**config.mk**
```make
export PLATFORM = sky130hd
export DESIGN_NAME = hex_line_renderer_flat
export DESIGN_NICKNAME = d
export VERILOG_FILES = /design/src/rtl/baby_disp_pkg.sv /design/src/rtl/hex_line_renderer_if.sv /design/src/rtl/pix_line_buffer.sv /design/src/rtl/hex_line_renderer.sv /design/src/flat_wrapper.sv
export SDC_FILE = /design/constraint.sdc
export NUM_CORES = 1
export LEC_CHECK = 0
export CORE_MARGIN = 5
export CORE_UTILIZATION = 45
export DETAILED_ROUTE_END_ITERATION = 10
export SETUP_SLACK_MARGIN = 0.15
export SLEW_MARGIN = 20
export SYNTH_ARGS = -nofsm -noshare
export SYNTH_HDL_FRONTEND = slang
export SYNTH_HIERARCHICAL = 1
export SYNTH_SLANG_ARGS = --single-unit
```
**constraint.sdc**
```tcl
create_clock -name clk -period 4.5 [get_ports clk]
set_input_delay 0.675 -clock clk [delete_from_list [all_inputs] [get_ports clk]]
set_output_delay 0.675 -clock clk [all_outputs]
set_load 0.005 [all_outputs]
```
**src/rtl/baby_disp_pkg.sv**
```systemverilog
// Shared types and glyph geometry for the Baby display pipeline.
package baby_disp_pkg;

    typedef enum logic [1:0] {IDLE, FETCH, READY} render_state_t;

    localparam int GLYPH_W = 16;
    localparam int GLYPH_H = 16;

    typedef struct packed {
        logic [11:0] chr;
        logic [3:0]  px;
    } slot_split_t;

    // Glyphs are 16 pixels wide, so the char/pixel split of a slot is a plain bit slice.
    function automatic slot_split_t glyph_slot_split(input logic [15:0] slot);
        slot_split_t s;
        s.chr = slot[15:4];
        s.px  = slot[3:0];
        return s;
    endfunction

endpackage

```
**src/rtl/hex_line_renderer_if.sv**
```systemverilog
// Request, glyph-ROM and pixel-stream signals of the hex line renderer.
interface hex_line_renderer_if #(
    parameter int NCHARS = 8
);
    logic                  start;
    logic [3:0]            line_y;
    logic [4*NCHARS-1:0]   digits;
    logic                  busy;
    logic                  done;
    logic                  line_valid;
    logic [3:0]            glyph_x;
    logic [3:0]            glyph_y;
    logic [3:0]            glyph_no;
    logic                  glyph_pixel;
    logic                  shift_en;
    logic                  pix_out;

    // The master owns the glyph ROM and the raster timing; the renderer is the slave.
    modport master (
        output start, line_y, digits, glyph_pixel, shift_en,
        input  busy, done, line_valid, glyph_x, glyph_y, glyph_no, pix_out
    );

    modport slave (
        input  start, line_y, digits, glyph_pixel, shift_en,
        output busy, done, line_valid, glyph_x, glyph_y, glyph_no, pix_out
    );
endinterface

```
**src/rtl/pix_line_buffer.sv**
```systemverilog
// One scanline of pixels: random write port during fetch, sequential read pointer during display.
module pix_line_buffer #(
    parameter int DEPTH = 128,
    parameter int AW    = $clog2(DEPTH)
) (
    input  logic          clk,
    input  logic          reset_n,
    input  logic [AW-1:0] i_wr_addr,
    input  logic          i_wr_data,
    input  logic          i_wr_en,
    input  logic          i_rd_clear,
    input  logic          i_rd_adv,
    output logic [AW-1:0] o_rd_ptr,
    output logic          o_rd_data
);
    logic [DEPTH-1:0] r_mem;
    logic [AW-1:0]    r_rd_ptr;

    // NOTE: the buffer is flops, not a RAM macro, so it is cleared on reset; no
    // pixel of an abandoned line can survive a reset.
    always_ff @(posedge clk or negedge reset_n) begin
        if (!reset_n) begin
            r_mem <= '0;
        end else if (i_wr_en) begin
            // NOTE: non-blocking assignment so every flop samples pre-edge values.
            r_mem[i_wr_addr] <= i_wr_data;
        end
    end

    always_ff @(posedge clk or negedge reset_n) begin
        if (!reset_n) begin
            r_rd_ptr <= '0;
        end else if (i_rd_clear) begin
            r_rd_ptr <= '0;
        end else if (i_rd_adv) begin
            r_rd_ptr <= r_rd_ptr + AW'(1);
        end
    end

    assign o_rd_ptr  = r_rd_ptr;
    assign o_rd_data = r_mem[r_rd_ptr];
endmodule

```
**src/rtl/hex_line_renderer.sv**
```systemverilog
// Fetches one glyph row per character from the external dotnos ROM during blanking,
// then streams the assembled scanline out one pixel per shift_en.
module hex_line_renderer
    import baby_disp_pkg::*;
#(
    parameter int NCHARS = 8
) (
    input  logic               clk,
    input  logic               reset_n,
    hex_line_renderer_if.slave bus
);
    localparam int LINE_W = GLYPH_W * NCHARS;
    localparam int SLOT_W = $clog2(LINE_W);
    localparam logic [SLOT_W-1:0] LAST_SLOT = SLOT_W'(LINE_W - 1);

    localparam logic [1:0] ST_IDLE  = IDLE;
    localparam logic [1:0] ST_FETCH = FETCH;
    localparam logic [1:0] ST_READY = READY;

    logic [1:0]                   r_state;
    logic [SLOT_W-1:0]            r_slot;
    logic [4*NCHARS-1:0]          r_digits;
    logic [$clog2(GLYPH_W)-1:0]   r_glyph_x;
    logic [$clog2(GLYPH_H)-1:0]   r_glyph_y;
    logic [3:0]                   r_glyph_no;
    logic                         r_done;
    logic                         r_line_valid;

    slot_split_t                  w_split;
    logic [3:0]                   w_next_no;
    logic                         w_load;
    logic                         w_last_read;
    logic                         w_rd_clear;
    logic                         w_rd_adv;
    logic [SLOT_W-1:0]            w_rd_ptr;
    logic                         w_rd_data;

    // A new request is honoured anywhere except mid-fetch, and beats a simultaneous shift.
    assign w_load      = bus.start && (r_state != ST_FETCH);
    assign w_last_read = (r_state == ST_READY) && bus.shift_en && (w_rd_ptr == LAST_SLOT);
    assign w_rd_clear  = w_load || w_last_read;
    assign w_rd_adv    = (r_state == ST_READY) && bus.shift_en && !bus.start;

    // Glyph address for the slot after the current one, registered at this edge.
    assign w_split = glyph_slot_split(16'(r_slot) + 16'd1);

    // NOTE: default first, so no path through the loop can leave w_next_no unassigned (no latch).
    always_comb begin
        w_next_no = '0;
        for (int c = 0; c < NCHARS; c++) begin
            if (int'(w_split.chr) == c) begin
                w_next_no = r_digits[4*(NCHARS-1-c) +: 4];
            end
        end
    end

    always_ff @(posedge clk or negedge reset_n) begin
        if (!reset_n) begin
            r_state      <= ST_IDLE;
            r_slot       <= '0;
            r_digits     <= '0;
            r_glyph_x    <= '0;
            r_glyph_y    <= '0;
            r_glyph_no   <= '0;
            r_done       <= 1'b0;
            r_line_valid <= 1'b0;
        end else begin
            r_done <= 1'b0;
            case (r_state)
                ST_FETCH: begin
                    if (r_slot == LAST_SLOT) begin
                        r_state      <= ST_READY;
                        r_done       <= 1'b1;
                        r_line_valid <= 1'b1;
                        r_glyph_x    <= '0;
                        r_glyph_y    <= '0;
                        r_glyph_no   <= '0;
                    end else begin
                        r_slot     <= r_slot + SLOT_W'(1);
                        r_glyph_x  <= w_split.px;
                        r_glyph_no <= w_next_no;
                    end
                end
                ST_READY: begin
                    if (w_last_read) begin
                        r_state      <= ST_IDLE;
                        r_line_valid <= 1'b0;
                    end
                end
                ST_IDLE: ;
                default: r_state <= ST_IDLE;
            endcase

            if (w_load) begin
                r_state      <= ST_FETCH;
                r_line_valid <= 1'b0;
                r_slot       <= '0;
                r_digits     <= bus.digits;
                r_glyph_x    <= '0;
                r_glyph_y    <= bus.line_y;
                r_glyph_no   <= bus.digits[4*NCHARS-1 -: 4];
            end
        end
    end

    pix_line_buffer #(
        .DEPTH (LINE_W),
        .AW    (SLOT_W)
    ) u_buf (
        .clk        (clk),
        .reset_n    (reset_n),
        .i_wr_addr  (r_slot),
        .i_wr_data  (bus.glyph_pixel),
        .i_wr_en    (r_state == ST_FETCH),
        .i_rd_clear (w_rd_clear),
        .i_rd_adv   (w_rd_adv),
        .o_rd_ptr   (w_rd_ptr),
        .o_rd_data  (w_rd_data)
    );

    assign bus.busy       = (r_state == ST_FETCH);
    assign bus.done       = r_done;
    assign bus.line_valid = r_line_valid;
    assign bus.glyph_x    = r_glyph_x;
    assign bus.glyph_y    = r_glyph_y;
    assign bus.glyph_no   = r_glyph_no;
    assign bus.pix_out    = r_line_valid & w_rd_data;
endmodule
```
**src/flat_wrapper.sv**
```systemverilog
// flat-port wrapper written by rule: the top's interface ports become plain ports
module hex_line_renderer_flat import baby_disp_pkg::*;
#(
    parameter int NCHARS = 8
)
  (clk, reset_n, bus_start, bus_line_y, bus_digits, bus_glyph_pixel, bus_shift_en, bus_busy, bus_done, bus_line_valid, bus_glyph_x, bus_glyph_y, bus_glyph_no, bus_pix_out);
  hex_line_renderer_if #(.NCHARS(NCHARS)) bus_i ();
  input  logic clk;
  input  logic reset_n;
  input wire logic [$bits(bus_i.start)-1:0] bus_start;
  input wire logic [$bits(bus_i.line_y)-1:0] bus_line_y;
  input wire logic [$bits(bus_i.digits)-1:0] bus_digits;
  input wire logic [$bits(bus_i.glyph_pixel)-1:0] bus_glyph_pixel;
  input wire logic [$bits(bus_i.shift_en)-1:0] bus_shift_en;
  output wire logic [$bits(bus_i.busy)-1:0] bus_busy;
  output wire logic [$bits(bus_i.done)-1:0] bus_done;
  output wire logic [$bits(bus_i.line_valid)-1:0] bus_line_valid;
  output wire logic [$bits(bus_i.glyph_x)-1:0] bus_glyph_x;
  output wire logic [$bits(bus_i.glyph_y)-1:0] bus_glyph_y;
  output wire logic [$bits(bus_i.glyph_no)-1:0] bus_glyph_no;
  output wire logic [$bits(bus_i.pix_out)-1:0] bus_pix_out;
  assign bus_i.start = bus_start;
  assign bus_i.line_y = bus_line_y;
  assign bus_i.digits = bus_digits;
  assign bus_i.glyph_pixel = bus_glyph_pixel;
  assign bus_i.shift_en = bus_shift_en;
  assign bus_busy = bus_i.busy;
  assign bus_done = bus_i.done;
  assign bus_line_valid = bus_i.line_valid;
  assign bus_glyph_x = bus_i.glyph_x;
  assign bus_glyph_y = bus_i.glyph_y;
  assign bus_glyph_no = bus_i.glyph_no;
  assign bus_pix_out = bus_i.pix_out;
  hex_line_renderer #(.NCHARS(NCHARS)) u_core (.clk(clk), .reset_n(reset_n), .bus(bus_i));
endmodule
```
==> results.cfg, run 1 <==
[outcome]
status = finished, final reports clean

[die]
die_area_um2 = 25230
chip_height_um = 158.9
design.core.area_um2 = 21820
design.portCount = 57
initial_core_util_pct = 45.69
dieWidth_um = 158.9
number_of_rows_created_at_floorplan = 54

[power]
power.share.sequential_pct = 43.5
internal_power_mw = 3.837
power.net_switching_mw = 2.191
power_leakage_nw = 4.687
power_density_nw_per_um2 = 527.7
logic_gate_share_of_total_power_pct = 30.7
swShare_pct = 36.35
irDropWorstVdd_mv = 0.2243
power.clock.fraction_pct = 25.7

[synth]
syn_area_per_cell_um2 = 10.50
yosysTopAreaCellShare_pct = 47.68
synth_cell_type_count = 68
post_synth_instance_area_um2 = 9971
edff_count_synth = 0
leading_area_contributor_after_synthesis = dfrtp_1
synth_area_leaders = dfrtp_1 48%, mux2_2 13%, nand2_1 7.9%
netlist_top_cells_count = 210 x nand2_1, 190 x dfrtp_1, 119 x mux2_2, 75 x nor2_1, 39 x clkbuf_1
synth.ff_latch_count = 190
instance_count_of_the_mapped_netlist = 950
yosysWarningCount = 6
mappedNetlistNets = 993
seq_area_frac_synth_pct = 47.68
synth_top_flop_cell = dfrtp_1
synthMostInstantiatedCell = nand2_1
ys_async_sr_fraction_pct = 100.0

[clock_network]
post_cts_buffers = 0
clk_root_buffer_cell = clkbuf_16
htreeDepth = 4
clk_path_buf_depth = 2
clock_sinks = 190
numCtsBuffers = 17
clkLatencyLatePin_ps = 440
clkTransAtPathRegs_ps = 80
clock_tree_from_tritoncts = yes
post_cts_hold_buffer_count = 0
post_cts_resize_count = 0

[timing]
maxSlewViolCount = 0
setup-violations-final = 0
timing.final.ws_setup_ps = 362.4
hold_viol_final = 0
max_freq_ghz = 0.2417
hold_slack_ps = 145.8
rsz0062_at_grt = no
final.setup.tns_ps = 0
timing.final.crit_period_ps = 4138
clock_skew_ps = 11.48
slew_headroom_pct = 27.96
tightestPinTransition_ps = 1072
final.period_utilization_pct = 91.95

[global_routing]
number_of_global_route_vias_before_repair = 7427
grt_start_max_net_pins = 129
globalRouteOverflowTotal = 0
grt_first_pass_wirelength_mm = 41.92
antenna_found_initial = 0
global_route.usage.total_pct = 20.41

[routing]
detail_route.wl_per_cell_um = 19.73
drt_drc_violations_left = 0
route.layer.met1.wl_mm = 12.26
drt_pre_antenna_iters = 5
route.final.wire_length_mm = 25.27
met2_wire_length_mm = 11.47
metal3_wl_mm = 1.228
topRoutingLayerUsed = met4
vias = 7193
ant_nets = 0
drt_iter0_markers = 507
mean_number_of_vias_per_cell = 5.615

[layout]
finalNetCount = 1031
drive_gt1_share_pct = 21.68
areaGrowthSynthToFinish_pct = 14.56
antenna_diode_count = 0

[setup_path]
worstReg2RegStart = u_core/r_slot[0]$_DFFE_PN0P_
cp_data_arrival_time_ps = 3460
reg2reg_slack_ps = 1670
rr_worst_depth = 7
worst_setup_path_end_kind = primary output
ff_to_ff_end = u_core/bus.glyph_no[0]$_DFFE_PN0P_
critical_path_type = reg -> out
setup.worst_path.start_class = register
worstPathMaxFanout = 21
cp_data_required_time_ps = 3830

[placement]
gp_congestion = 0.7946
io_buffers = 56
dp.final_hpwl_mm = 16.86
post-place-ws_ps = 834.0

[worst_hold_path]
hp-class = in -> async

[flow_run]
cap_viol_max_count = 0
-- sequential cells by signal, indices dropped and copies added (netlist names) --
signal                 cells
u_core/u_buf/r_mem       128
u_core/r_state             2
u_core/bus.glyph_no        4
u_core/bus.line_valid      1
u_core/r_slot              7
u_core/u_buf/o_rd_ptr      7
u_core/bus.glyph_y         4
u_core/bus.done            1
u_core/r_digits           32
u_core/bus.glyph_x         4
-- logic make-up after synthesis --
group / count (synthesis) / synth area share, %
flip-flops: 190 / 47.68
AO/OA/AOI/OAI: 113 / 8.307
adder cells (fa/ha/maj): 2 / 0.2509
XOR/XNOR: 9 / 1.054
multiplexers: 181 / 22.34
AND/OR/NAND/NOR: 383 / 17.14
buffers and inverters: 72 / 3.225
-- final cells by class --
type                            count  area [um2]
Clock buffer                       17       425.4
Clock inverter                     15       187.7
Fill cell                        2001       10400
Inverter                           13       48.80
Multi-Input combinational cell    688        4906
Sequential cell                   190        4756
Tap cell                          280       350.3
Timing Repair Buffer               78       748.2
-- cell usage in the layout (no fill, tap or decap), drive strengths merged, types with 7 or more instances in the layout --
| cell type | synthesis | routed |
|---|---|---|
| nand2 | 210 | 210 |
| dfrtp | 190 | 190 |
| mux2 | 130 | 130 |
| nor2 | 78 | 78 |
| clkdlybuf4s50 | 0 | 54 |
| mux2i | 32 | 32 |
| o21ai | 26 | 26 |
| nand2b | 24 | 24 |
| buf | 20 | 23 |
| inv | 12 | 21 |
| mux4 | 19 | 19 |
| clkbuf | 39 | 18 |
| nand3 | 17 | 17 |
| a21oi | 15 | 15 |
| a22oi | 12 | 12 |
| nor3 | 10 | 10 |
| nor2b | 10 | 10 |
| o221ai | 9 | 9 |
| a31oi | 9 | 9 |
| o211ai | 8 | 8 |
| and2 | 7 | 7 |
| nand4 | 7 | 7 |
| o22ai | 7 | 7 |
-- critical path, stage by stage, from the launching register on --
cell and delay (ps):
dfrtp_2 770, buf_4 350, mux4_1 570, mux2_2 270
nand2_1 60, nand2_1 90, o221ai_1 170, a31oi_1 130
and2_1 160, clkdlybuf4s50_1 430
-- layer usage --
metal	track usage [%]	vias to the layer above
li1	-	3408
met1	30.17	3586
met4	4.226	0
met3	4.458	23
met5	0	-
met2	31.16	176
-- stage by stage --
step	utilization, %	std cells	total power, mW	instance area, um2
after detailed placement	49.35	1248	4.493	10770
after global routing	52.34	1281	6.386	11420
after CTS	52.16	1280	6.053	11380
after floorplan	-	950	3.799	9971
final	52.34	1281	6.028	11420
after global placement	49.33	1248	4.470	10770
-- worst max path at each step --
stage | startpoint | end | slack, ps | depth (start not counted)
finish | u_core/u_buf/o_rd_ptr[0]$_DFFE_PN0P_ | bus_pix_out | 360 | 9
global route | u_core/u_buf/o_rd_ptr[0]$_DFFE_PN0P_ | bus_pix_out | 210 | 9
CTS | u_core/u_buf/o_rd_ptr[0]$_DFFE_PN0P_ | bus_pix_out | 340 | 9
detailed placement | u_core/u_buf/o_rd_ptr[0]$_DFFE_PN0P_ | bus_pix_out | 830 | 9
global placement | u_core/u_buf/o_rd_ptr[0]$_DFFE_PN0P_ | bus_pix_out | 840 | 9
floorplan | u_core/u_buf/o_rd_ptr[0]$_DFFE_PN0P_ | bus_pix_out | 1770 | 8
-- power by group through the flow --
| stage | Clock, mW | Sequential [mW] | Combinational [mW] |
|---|---|---|---|
| final | 1.55 | 2.62 | 1.85 |
| after global routing | 1.66 | 2.68 | 2.04 |
| after CTS | 1.59 | 2.62 | 1.85 |
| after detailed placement | 0 | 2.65 | 1.84 |
| after global placement | 0 | 2.66 | 1.81 |
| after floorplan | 0 | 2.45 | 1.35 |
Note: power is estimated with default switching activity, not from simulation.
==> run 2: changes to the inputs <==
--- a/config.mk
+++ b/config.mk
@@ -6,8 +6,9 @@
 export NUM_CORES = 1
 export LEC_CHECK = 0
 export CORE_MARGIN = 5
-export CORE_UTILIZATION = 45
+export CORE_UTILIZATION = 54
 export DETAILED_ROUTE_END_ITERATION = 10
+export PLACE_DENSITY = 0.76
 export SETUP_SLACK_MARGIN = 0.15
 export SLEW_MARGIN = 20
 export SYNTH_ARGS = -nofsm -noshare
==> constraint.sdc (replaced) <==
create_clock -name clk -period 3.75 [get_ports clk]
set_input_delay 0.5625 -clock clk [delete_from_list [all_inputs] [get_ports clk]]
set_output_delay 0.5625 -clock clk [all_outputs]
set_load 0.005 [all_outputs]
==> run 2 against run 1 <==
Effect of this change: global-route usage up 3.3 points; via count up 4.6%; total power up 20%; sequential power up 20%; worst setup slack worse by 38 ps; sequential share of layout area down 0.098 points; clock power up 18%; routed wire length down 1.7%; die area down 16%; critical path depth down 1; clock skew down 1.4 ps; critical path type unchanged; critical endpoint unchanged; largest cell class unchanged; highest routed layer unchanged.
==> results.cfg, run 2 (synthesized netlist as in run 1, its figures left out) <==
[timing]
final.setup.tns_ps = 0
timing.final.crit_period_ps = 3426
hold_viol_final = 0
final.period_utilization_pct = 91.36
tightestPinTransition_ps = 983.9
rsz0062_at_grt = no
max_freq_ghz = 0.2919
maxSlewViolCount = 0
clock_skew_ps = 10.10
slew_headroom_pct = 33.90
setup-violations-final = 0

[die]
number_of_rows_created_at_floorplan = 49
initial_core_util_pct = 55.13
design.core.area_um2 = 18090
chip_height_um = 145.9
design.portCount = 57
die_area_um2 = 21280
dieWidth_um = 145.9

[setup_path]
cp_cell_sequence = mux4_2 -> mux4_2 -> clkinv_2 -> a21oi_2 -> a221oi_2 -> a31oi_1 -> and2_1 -> dlygate4sd2_1
crit_path_max_incr_delay_ps = 540
worst_path_dominant_cell_family = multiplexers
setup.worst_path.start_class = register
cp_data_arrival_time_ps = 2860
worst_setup_path_end_kind = primary output
worstPathMaxFanout = 8
reg2reg_slack_ps = 1040
crit_path_frequent_cell = mux4_2
cp_slowest_cell = mux4_2
cp_data_required_time_ps = 3190
critical_path_type = reg -> out
worst-path-buf-inv = 2

[global_routing]
antenna_found_initial = 0
grt_first_pass_wirelength_mm = 40.78
global_route.usage.total_pct = 23.70
number_of_global_route_vias_before_repair = 7532
globalRouteOverflowTotal = 0
grt_start_max_net_pins = 129

[power]
power_density_nw_per_um2 = 631.9
power_leakage_nw = 4.748
power.clock.fraction_pct = 25.3
irDropWorstVdd_mv = 0.3966
swShare_pct = 35.51
logic_gate_share_of_total_power_pct = 31.3
power.share.sequential_pct = 43.4
power.net_switching_mw = 2.570
internal_power_mw = 4.667
p_total_mw = 7.237

[layout]
layout.filler_cells = 1429
sequential_cell_area_um2 = 4757
layout.cells.most_common_list = 210 x nand2_1, 188 x dfrtp_1, 119 x mux2_2
stdcell_area_um2 = 11450
multiInputGateArea_um2 = 4893
drive_gt1_share_pct = 22.57
stdcell_count = 1240
finalNetCount = 1040
layout_top_registers = u_core/u_buf/r_mem: 128 flops, u_core/r_digits: 32 flops
layout.cells.most_common = nand2_1
areaGrowthSynthToFinish_pct = 14.86
register_bank_with_the_most_flops = u_core/u_buf/r_mem
number_of_flip_flops_in_the_largest_register = 128

[routing]
vias = 7521
detail_route.wl_per_cell_um = 20.03
drt_pre_antenna_iters = 5
drt_iter0_markers = 738
mean_number_of_vias_per_cell = 6.065
drt_drc_violations_left = 0
ant_nets = 0
route.final.wire_length_mm = 24.84

[clock_network]
clkLatencyLatePin_ps = 440
clock_tree_from_tritoncts = yes
clkTransAtPathRegs_ps = 70
htreeDepth = 4
clk_root_buffer_cell = clkbuf_16
clk_path_buf_depth = 2
clock_sinks = 190
numCtsBuffers = 17
post_cts_hold_buffer_count = 0

[placement]
gp_congestion = 0.9149
dp_cells = 1205
dp.final_hpwl_mm = 16.51
dpl-instance-area_um2 = 10800
io_buffers = 56

[worst_hold_path]
hp-class = in -> async

[flow_run]
cap_viol_max_count = 0

[outcome]
status = finished, final reports clean
==> run 2: changes by cell type in the layout (fill, tap and decap cells not counted), moves of 2 or more <==
| cell | delta |
|---|---|
| buf_4 | +5 |
| buf_12 | +4 |
| mux4_2 | +2 |
| nor2_1 | +2 |
| nor2_2 | -2 |
| mux4_1 | -2 |
| clkinv_8 | -3 |
| inv_8 | -2 |
| inv_6 | +4 |
| clkinv_2 | +3 |
==> run 2: final timing paths <==
check	cells past startpoint	from	to
max in group asynchronous	2	reset_n	u_core/u_buf/r_mem[20]$_DFFE_PN0P_
min reg2reg	2	u_core/r_digits[10]$_DFFE_PN0P_	u_core/r_digits[10]$_DFFE_PN0P_
min	1	reset_n	u_core/u_buf/r_mem[126]$_DFFE_PN0P_
max reg2reg	7	u_core/r_slot[1]$_DFFE_PN0P_	u_core/bus.glyph_no[0]$_DFFE_PN0P_
max	8	u_core/u_buf/o_rd_ptr[0]$_DFFE_PN0P_	bus_pix_out
min in group clk	2	u_core/r_digits[10]$_DFFE_PN0P_	u_core/r_digits[10]$_DFFE_PN0P_
==> run 2: cell type report <==
class,count,share of cell area [%]
multi-input combinational,688,42.73
tap,229,2.502
clock inverter,15,1.464
antenna,1,0.02185
timing repair buffer,87,7.593
clock buffer,17,3.715
sequential,190,41.54
inverter,13,0.4370
==> run 2: metrics by stage <==
step	hold slack, ps	worst slack (ps)	util [%]
4_1_cts	125.4	320.8	63.27
6_report	97.04	324.1	63.32
5_1_grt	131.0	245.8	63.31
2_1_floorplan	266.9	1128	-
3_3_place_gp	450.2	488.6	59.72
3_5_place_dp	458.5	472.9	59.72
==> run 2: worst register-to-register path, cell delays in order, from the launching register on <==
cell       delay [ps]
dfrtp_1           730
ha_1              520
nand4b_1          290
o22ai_2           350
nor2_2            100
o32ai_1           300
a2bb2oi_1         110
o211a_1           210
==> run 2: power by group through the flow <==
stage / combinational [mW] / clock [mW] / sequential [mW]
after floorplan: 1.62 / 0 / 2.94
after global placement: 2.17 / 0 / 3.14
after detailed placement: 2.23 / 0 / 3.16
after CTS: 2.25 / 1.86 / 3.13
after global routing: 2.48 / 1.96 / 3.21
final: 2.27 / 1.83 / 3.14
==> run 2: per-layer routing <==
metal	track usage [%]	vias up	part of all wire (%)
met5	0	-	0
li1	-	3423	-
met4	5.603	0	1.5
met3	4.858	29	6.6
met2	37.24	273	47
met1	34.12	3796	44
==> run 2: what timing repair did <==
item	4_1_cts	5_1_grt
endpoints found under the setup margin	1	0
resized for setup	9	0
setup buffers	1	0
endpoints found under the hold margin	0	0
